## src/rtl/timer_ctrl.sv

```systemverilog
// timer_ctrl: APB register front-end and sequencer for the 8-bit timer counter.
//   Registers: TDR (start value), TCR (UD/EN/CKS + LOAD strobe), TSR (flags, W1C),
//   TIE (interrupt enables). Generates the load pulse, the flag-clear pulses,
//   the prescaled count enable clk_ena and a registered level interrupt.
// Ports:
//   clk, rst_n (synchronous, active-low)
//   APB slave: psel, penable, pwrite, paddr, pwdata -> prdata, pready, pslverr
//   To counter: start_counter, up_down, enable, load, clk_ena, clr_overflow, clr_underflow
//   From counter: overflow, underflow;  to CPU: irq
// Latency: register writes, pulses and irq update one clk after the APB access edge;
//   prdata/pslverr are combinational. No backpressure: pready is tied high.
module timer_ctrl #(
  parameter logic [7:0] ADDR_TDR = 8'h00,
  parameter logic [7:0] ADDR_TCR = 8'h01,
  parameter logic [7:0] ADDR_TSR = 8'h02,
  parameter logic [7:0] ADDR_TIE = 8'h03
) (
  input  logic       clk,
  input  logic       rst_n,
  input  logic       psel,
  input  logic       penable,
  input  logic       pwrite,
  input  logic [7:0] paddr,
  input  logic [7:0] pwdata,
  output logic [7:0] prdata,
  output logic       pready,
  output logic       pslverr,
  output logic [7:0] start_counter,
  output logic       up_down,
  output logic       enable,
  output logic       load,
  output logic       clk_ena,
  output logic       clr_overflow,
  output logic       clr_underflow,
  input  logic       overflow,
  input  logic       underflow,
  output logic       irq
);

  logic [7:0] tdr;
  logic       ud;
  logic       en;
  logic [1:0] cks;
  logic [1:0] tie;
  logic [3:0] div_cnt;
  logic [3:0] div_mask;

  logic hit_tdr, hit_tcr, hit_tsr, hit_tie, mapped, wr;

  assign hit_tdr = (paddr == ADDR_TDR);
  assign hit_tcr = (paddr == ADDR_TCR);
  assign hit_tsr = (paddr == ADDR_TSR);
  assign hit_tie = (paddr == ADDR_TIE);
  assign mapped  = hit_tdr | hit_tcr | hit_tsr | hit_tie;
  assign wr      = psel & penable & pwrite;

  always_ff @(posedge clk) begin
    if (!rst_n) begin
      tdr           <= 8'h00;
      ud            <= 1'b0;
      en            <= 1'b0;
      cks           <= 2'b00;
      tie           <= 2'b00;
      div_cnt       <= 4'h0;
      load          <= 1'b0;
      clr_overflow  <= 1'b0;
      clr_underflow <= 1'b0;
      irq           <= 1'b0;
    end else begin
      // Strobes are one cycle wide: they are recomputed every cycle from the
      // current access, so they fall as soon as the write phase is over.
      load          <= wr & hit_tcr & pwdata[7];
      clr_overflow  <= wr & hit_tsr & pwdata[0];
      clr_underflow <= wr & hit_tsr & pwdata[1];
      if (wr && hit_tdr) tdr <= pwdata;
      if (wr && hit_tcr) begin
        ud  <= pwdata[5];
        en  <= pwdata[4];
        cks <= pwdata[1:0];
      end
      if (wr && hit_tie) tie <= pwdata[1:0];
      // A load restarts the prescaler so the first tick after a reload is a
      // full period away. A CKS change alone does not restart it.
      div_cnt <= (en && !load) ? div_cnt + 4'd1 : 4'd0;
      irq     <= |({underflow, overflow} & tie);
    end
  end

  always_comb begin
    div_mask = 4'b0001;
    case (cks)
      2'd0: div_mask = 4'b0001;
      2'd1: div_mask = 4'b0011;
      2'd2: div_mask = 4'b0111;
      2'd3: div_mask = 4'b1111;
      default: div_mask = 4'b0001;
    endcase
  end

  // The counter is being reloaded during the load cycle, so no tick then.
  assign clk_ena = en & ~load & ((div_cnt & div_mask) == div_mask);

  always_comb begin
    prdata = 8'h00;
    if (psel && !pwrite) begin
      if (hit_tdr)      prdata = tdr;
      else if (hit_tcr) prdata = {2'b00, ud, en, 2'b00, cks};
      else if (hit_tsr) prdata = {6'b0, underflow, overflow};
      else if (hit_tie) prdata = {6'b0, tie};
      else              prdata = 8'h00;
    end
  end

  assign pslverr       = psel & penable & ~mapped;
  assign pready        = 1'b1;
  assign start_counter = tdr;
  assign up_down       = ud;
  assign enable        = en;

endmodule

```

## config.mk

```make
export PLATFORM = sky130hd
export DESIGN_NAME = timer_ctrl
export DESIGN_NICKNAME = d
export VERILOG_FILES = /design/src/rtl/timer_ctrl.sv
export SDC_FILE = /design/constraint.sdc
export NUM_CORES = 1
export LEC_CHECK = 0
export ABC_AREA = 1
export CORE_ASPECT_RATIO = 1.75
export CORE_MARGIN = 1
export CORE_UTILIZATION = 44
export DETAILED_ROUTE_END_ITERATION = 6
export GPL_TIMING_DRIVEN = 0
export PLACE_DENSITY = 0.79
export SLEW_MARGIN = 20
export SYNTH_ARGS = -nofsm -noshare
export SYNTH_HDL_FRONTEND = slang
export SYNTH_SLANG_ARGS = --single-unit
```

## constraint.sdc

```tcl
create_clock -name clk -period 2.5 [get_ports clk]
set_input_delay 0.25 -clock clk [delete_from_list [all_inputs] [get_ports clk]]
set_output_delay 0.25 -clock clk [all_outputs]
set_load 0.02 [all_outputs]
```

# After elaboration in Yosys (flattened, before gate mapping)
# Index checks and enable logic that the tools add are counted.
# totals
reg_bits,22
latchBits,0
ram_bits,0
romBits,0
input_bits,23
out_inout_bits,25
elab_cells,52
memories,0
# classes
add_sub_neg,1
mul,0
div_mod_pow,0
magnitude_cmp,0
eq_ne,7
n_shift,0
muxes,6
n_bitwise,17
reduce_logical,11
# ops
operator,count
$eq 8x2->1 const B,2
$mux 8,2
$pmux 4 s4,1
$and 1x1->1,10
$eq 8x1->1 const B,1
$logic_not 8->1,1
$mux 6,1
$logic_and 1x1->1,5
$add 4x1->4 const B,1
$and 4x4->4,1
$eq 2x2->1 const B,2
$eq 4x4->1,1
$mux 2,2
$or 1x1->1,3
$and 2x2->2,1
$eq 2x1->1 const B,1
$logic_not 1->1,2
$logic_not 2->1,1
$not 1->1,2
$reduce_and 2->1,1
$reduce_or 2->1,1

# Logic depth before layout (Yosys ltp)
# Gate-level depths: netlist (run 1).
# logic_depth
ltp_word,6
depth_mapped,7
ltp_nobuf,7

# Least setup slack after synthesis (run 1)
# No wires, ideal clock.
# synth_timing
path_type,input to output
start,input port paddr[5]
end,output port prdata[5]
arrival_ps,1214
required_time_ps,2250
path_slack_ps,1036
path_stages,6
path_buffers,1
path_cell_list,nor2_1 > nand3_2 > nor2_4 > buf_6 > nand2_2 > a21oi_1
# synth_via
elab_chain_cells,4
elab_cells_between_ends,5
classes_between,eq/ne: 1; mux: 3; reduce/logical: 1
# synth_lines
item,line_no,text
start: declaration,23,"input logic [7:0] paddr,"
$eq 8x1->1,51,assign hit_tcr = (paddr == ADDR_TCR);
$mux 6,107,"else if (hit_tcr) prdata = {2'b00, ud, en, 2'b00, cks};"
$mux 8 *,106,if (hit_tdr) prdata = tdr;
$mux 8 *,105,if (psel && !pwrite) begin
end: declaration,25,"output logic [7:0] prdata,"
# Mark *: on every way between the ends. The rest lies on a longest branch, timed or not.

# Final worst setup path (run 1)
# layout_timing
start,input port paddr[4]
end,output port prdata[0]
# layout_via
elab_chain_cells,6
elab_cells_between_ends,9
classes_between,eq/ne: 3; mux: 5; reduce/logical: 1
# layout_lines
item,line_no,text
$eq 8x2->1,53,assign hit_tie = (paddr == ADDR_TIE);
$mux 2,109,"else if (hit_tie) prdata = {6'b0, tie};"
$mux 2,108,"else if (hit_tsr) prdata = {6'b0, underflow, overflow};"
$mux 6,107,
$mux 8 *,106,
$mux 8 *,105,
# Marks and branches as above.

==> results of run 1 <==
## layer usage
metal | part of all wire | routed length (um) | track usage | vias up
li1 | - | - | - | 681
met1 | 0.38 | 1220 | 0.225 | 601
met2 | 0.56 | 1800 | 0.451 | 51
met3 | 0.046 | 147 | 0.0277 | 4
met4 | 0.013 | 42 | 0.0932 | 0
met5 | 0 | 0 | 0 | -
## flip-flops by register name, indices dropped and copies added, names as in the netlist
signal / cells
irq: 1
clr_overflow: 1
up_down: 1
start_counter: 8
div_cnt: 4
enable: 1
load: 1
tie: 2
clr_underflow: 1
cks: 2
## worst reg2reg max path, delay by kind of cell, from the launching register on
kind | cells | cell delay [ns]
DFF | 1 | 0.39
and+or+nand+nor | 2 | 0.39
AOI/OAI and AO/OA | 1 | 0.13
## power by group
part           leakage, nW  switching, mW  total, mW  internal [mW]
clock network       0.0288          0.110      0.250          0.140
registers            0.177       0.000133      0.350          0.350
logic                0.526         0.0459     0.0901         0.0442
total                0.732          0.156      0.690          0.534
## cell families (layout without fill, tap and decap cells)
family / count (synthesis) / count (layout) / synth area share
AO/OA/AOI/OAI: 24 / 24 / 0.107
XOR/XNOR: 1 / 1 / 0.00726
adder cells (fa/ha/maj): 1 / 1 / 0.0104
buffers and inverters: 28 / 77 / 0.103
flip-flops: 22 / 22 / 0.365
other: 1 / 1 / 0.00311
AND/OR/NAND/NOR: 106 / 106 / 0.405
## area by class of cell
type | instances | area (um2) | share of cell area
Multi-Input combinational cell | 133 | 651 | 0.370
Timing Repair Buffer | 45 | 455 | 0.259
Sequential cell | 22 | 440 | 0.251
Inverter | 20 | 75.1 | 0.0427
Clock buffer | 4 | 55.1 | 0.0313
Buffer | 8 | 48.8 | 0.0278
Tap cell | 26 | 32.5 | 0.0185
## final timing paths
| kind | end | cells after the start | slack (ns) |
|---|---|---|---|
| setup / recovery | prdata[0] | 9 | 0.12 |
| setup reg to reg | div_cnt[3] | 3 | 1.52 |
| hold / removal | tie[0] | 3 | 0.34 |
| hold reg to reg | div_cnt[0] | 1 | 0.48 |
## layout by cell type (no fill, tap or decap), drive strengths merged
| cell type | instances |
|---|---|
| ha | 1 |
| conb | 1 |
| a21oi | 19 |
| nor2 | 36 |
| o21ai | 3 |
| buf | 6 |
| nor3 | 3 |
| dlymetal6s2s | 2 |
| inv | 20 |
| clkdlybuf4s50 | 43 |
| or2 | 1 |
| and3 | 1 |
| xnor2 | 1 |
| nand3b | 3 |
| nand2 | 37 |
| a211oi | 1 |
| clkbuf | 6 |
| dfxtp | 22 |
| nand3 | 25 |
| o211ai | 1 |
## timing repair
action	CTS	global route
setup buffers	0	0
gates resized for setup	0	4
setup endpoints to repair	1	4
## metrics by stage
step / instances / hold WS, ns
2_1_floorplan: 183 / 0.393
3_3_place_gp: 254 / 0.440
3_5_place_dp: 254 / 0.468
4_1_cts: 258 / 0.335
5_1_grt: 258 / 0.362
6_report: 258 / 0.339
==> reports/qor.yml, run 1 <==
finish:
  nNetsFinal: 257
  final_util: 0.689
  drive_gt1_frac: 0.0948
  postLayoutCellArea_um2: 1760
  num-fill-cells: 234
  area_growth_syn_to_layout_pct: 45.6
  antenna_cells: 0
placement:
  gp_congestion: 0.784
  place.port_buffers: 45
  pre_cts_ws_ns: -0.0151
  dp_hpwl_um: 2560
  place_area_um2: 1690
setup_path:
  crit_slowest_cell: "clkdlybuf4s50_1"
  crit_type: "input port to output pin"
  arrival_ns: 2.13
  startpoint: "paddr[4]"
  worst-path-buf-inv: 3
  critical_path.top_delay_family: "buffers and inverters"
  crit_path_max_fanout: 8
  crit_path_cell_trace: "clkdlybuf4s50_1, inv_1, nand2_1, nor2_4, nand3_2, nand2_1, nor2_1, nor2_1, clkdlybuf4s50_1"
  slowest_delay_ns: 0.61
  end_kind: "output pin"
  start_kind: "input port"
  r2r_start: "div_cnt[0]"
  worst_ep_required_time_ns: 2.25
floorplan:
  fp.dieH_um: 71.3
  die-width_um: 41.6
  core_area_um2: 2550
  die_area_um2: 2970
  start_util: 0.473
  boundaryPins: 48
  rows: 24
synthesis:
  netlist_area_um2: 1210
  synthArstFlopShare: 0
  synth_edf_count: 0
  synth-seq-cells: 22
  yosysMostFrequentCell: "nand2_1"
  synth_top_area_share: 0.365
  synth_top_cell_by_area: "dfxtp_1"
  synth-main-ff-cell: "dfxtp_1"
  synth_nets: 207
  synthTopCellsByCount: "nand2_1 (35), nor2_1 (32), nand3_1 (24)"
  synthTopCellsByArea: "dfxtp_1 (36%), nand2_1 (11%), nand3_1 (9.9%), nor2_1 (9.9%), a21oi_1 (7.5%)"
  syn_area_per_cell_um2: 6.60
  synth-seq-area-share: 0.365
  syn-instance-count: 183
  yosysUniqueCellTypes: 26
  yosys_warnings: 0
grt:
  grt-ovfl-total: 0
  antenna_found_initial: 0
  grtUsageTotal: 0.226
  grt_max_degree: 13
  grt_pass1_vias: 1342
  grt_pass1_wl_um: 5370
clock_network:
  cts_root_buf: "clkbuf_8"
  cts_buffers: 3
  cts_tree: "done"
  clock_sinks: 22
  clkTransAtPathRegs_ns: 0.08
  cts_buffer_depth: 2
  clk_latency_ns: 0.25
  htreeDepth: 1
  cts_hold_buf: 0
status:
  status: "completed"
detailed_routing:
  vias: 1337
  routedWlPerCell_um: 12.4
  drt-initial-drc-count: 37
  firstDrtPassIters: 4
  drt-total-wl_um: 3200
  drc: 0
  ant_nets: 0
  viasPerCell: 5.18
run:
  drv_cap: 0
sta:
  fmax_ghz: 0.420
  finalCritPeriodShare: 0.953
  layout_setup_ws_ns: 0.117
  hold_viol: 0
  drv_slew: 0
  period_minus_slack_ns: 2.38
  setup_viol: 0
  tns_ns: 0
  fin_worst_skew_ns: 0.000489
power:
  power_leakage_nw: 0.732
  peakVddDrop_mv: 0.317
  total_power_mw: 0.690
  power_density_nw_per_um2: 393
hold_path:
  hold_class: "input port to flop"
  min_from: "rst_n"
(Power assumes the default switching activity.)
==> inputs of run 2 (changes only) <==
- SKIP_LAST_GASP: not set -> 1
==> results of run 2 <==
Same layout as run 1: the final DEF is identical, and so are final timing and power.
==> inputs of run 3 (changes only) <==
- SLEW_MARGIN: 20 -> not set
==> results of run 3 <==
Same layout as run 1: the final DEF is identical, and so are final timing and power.
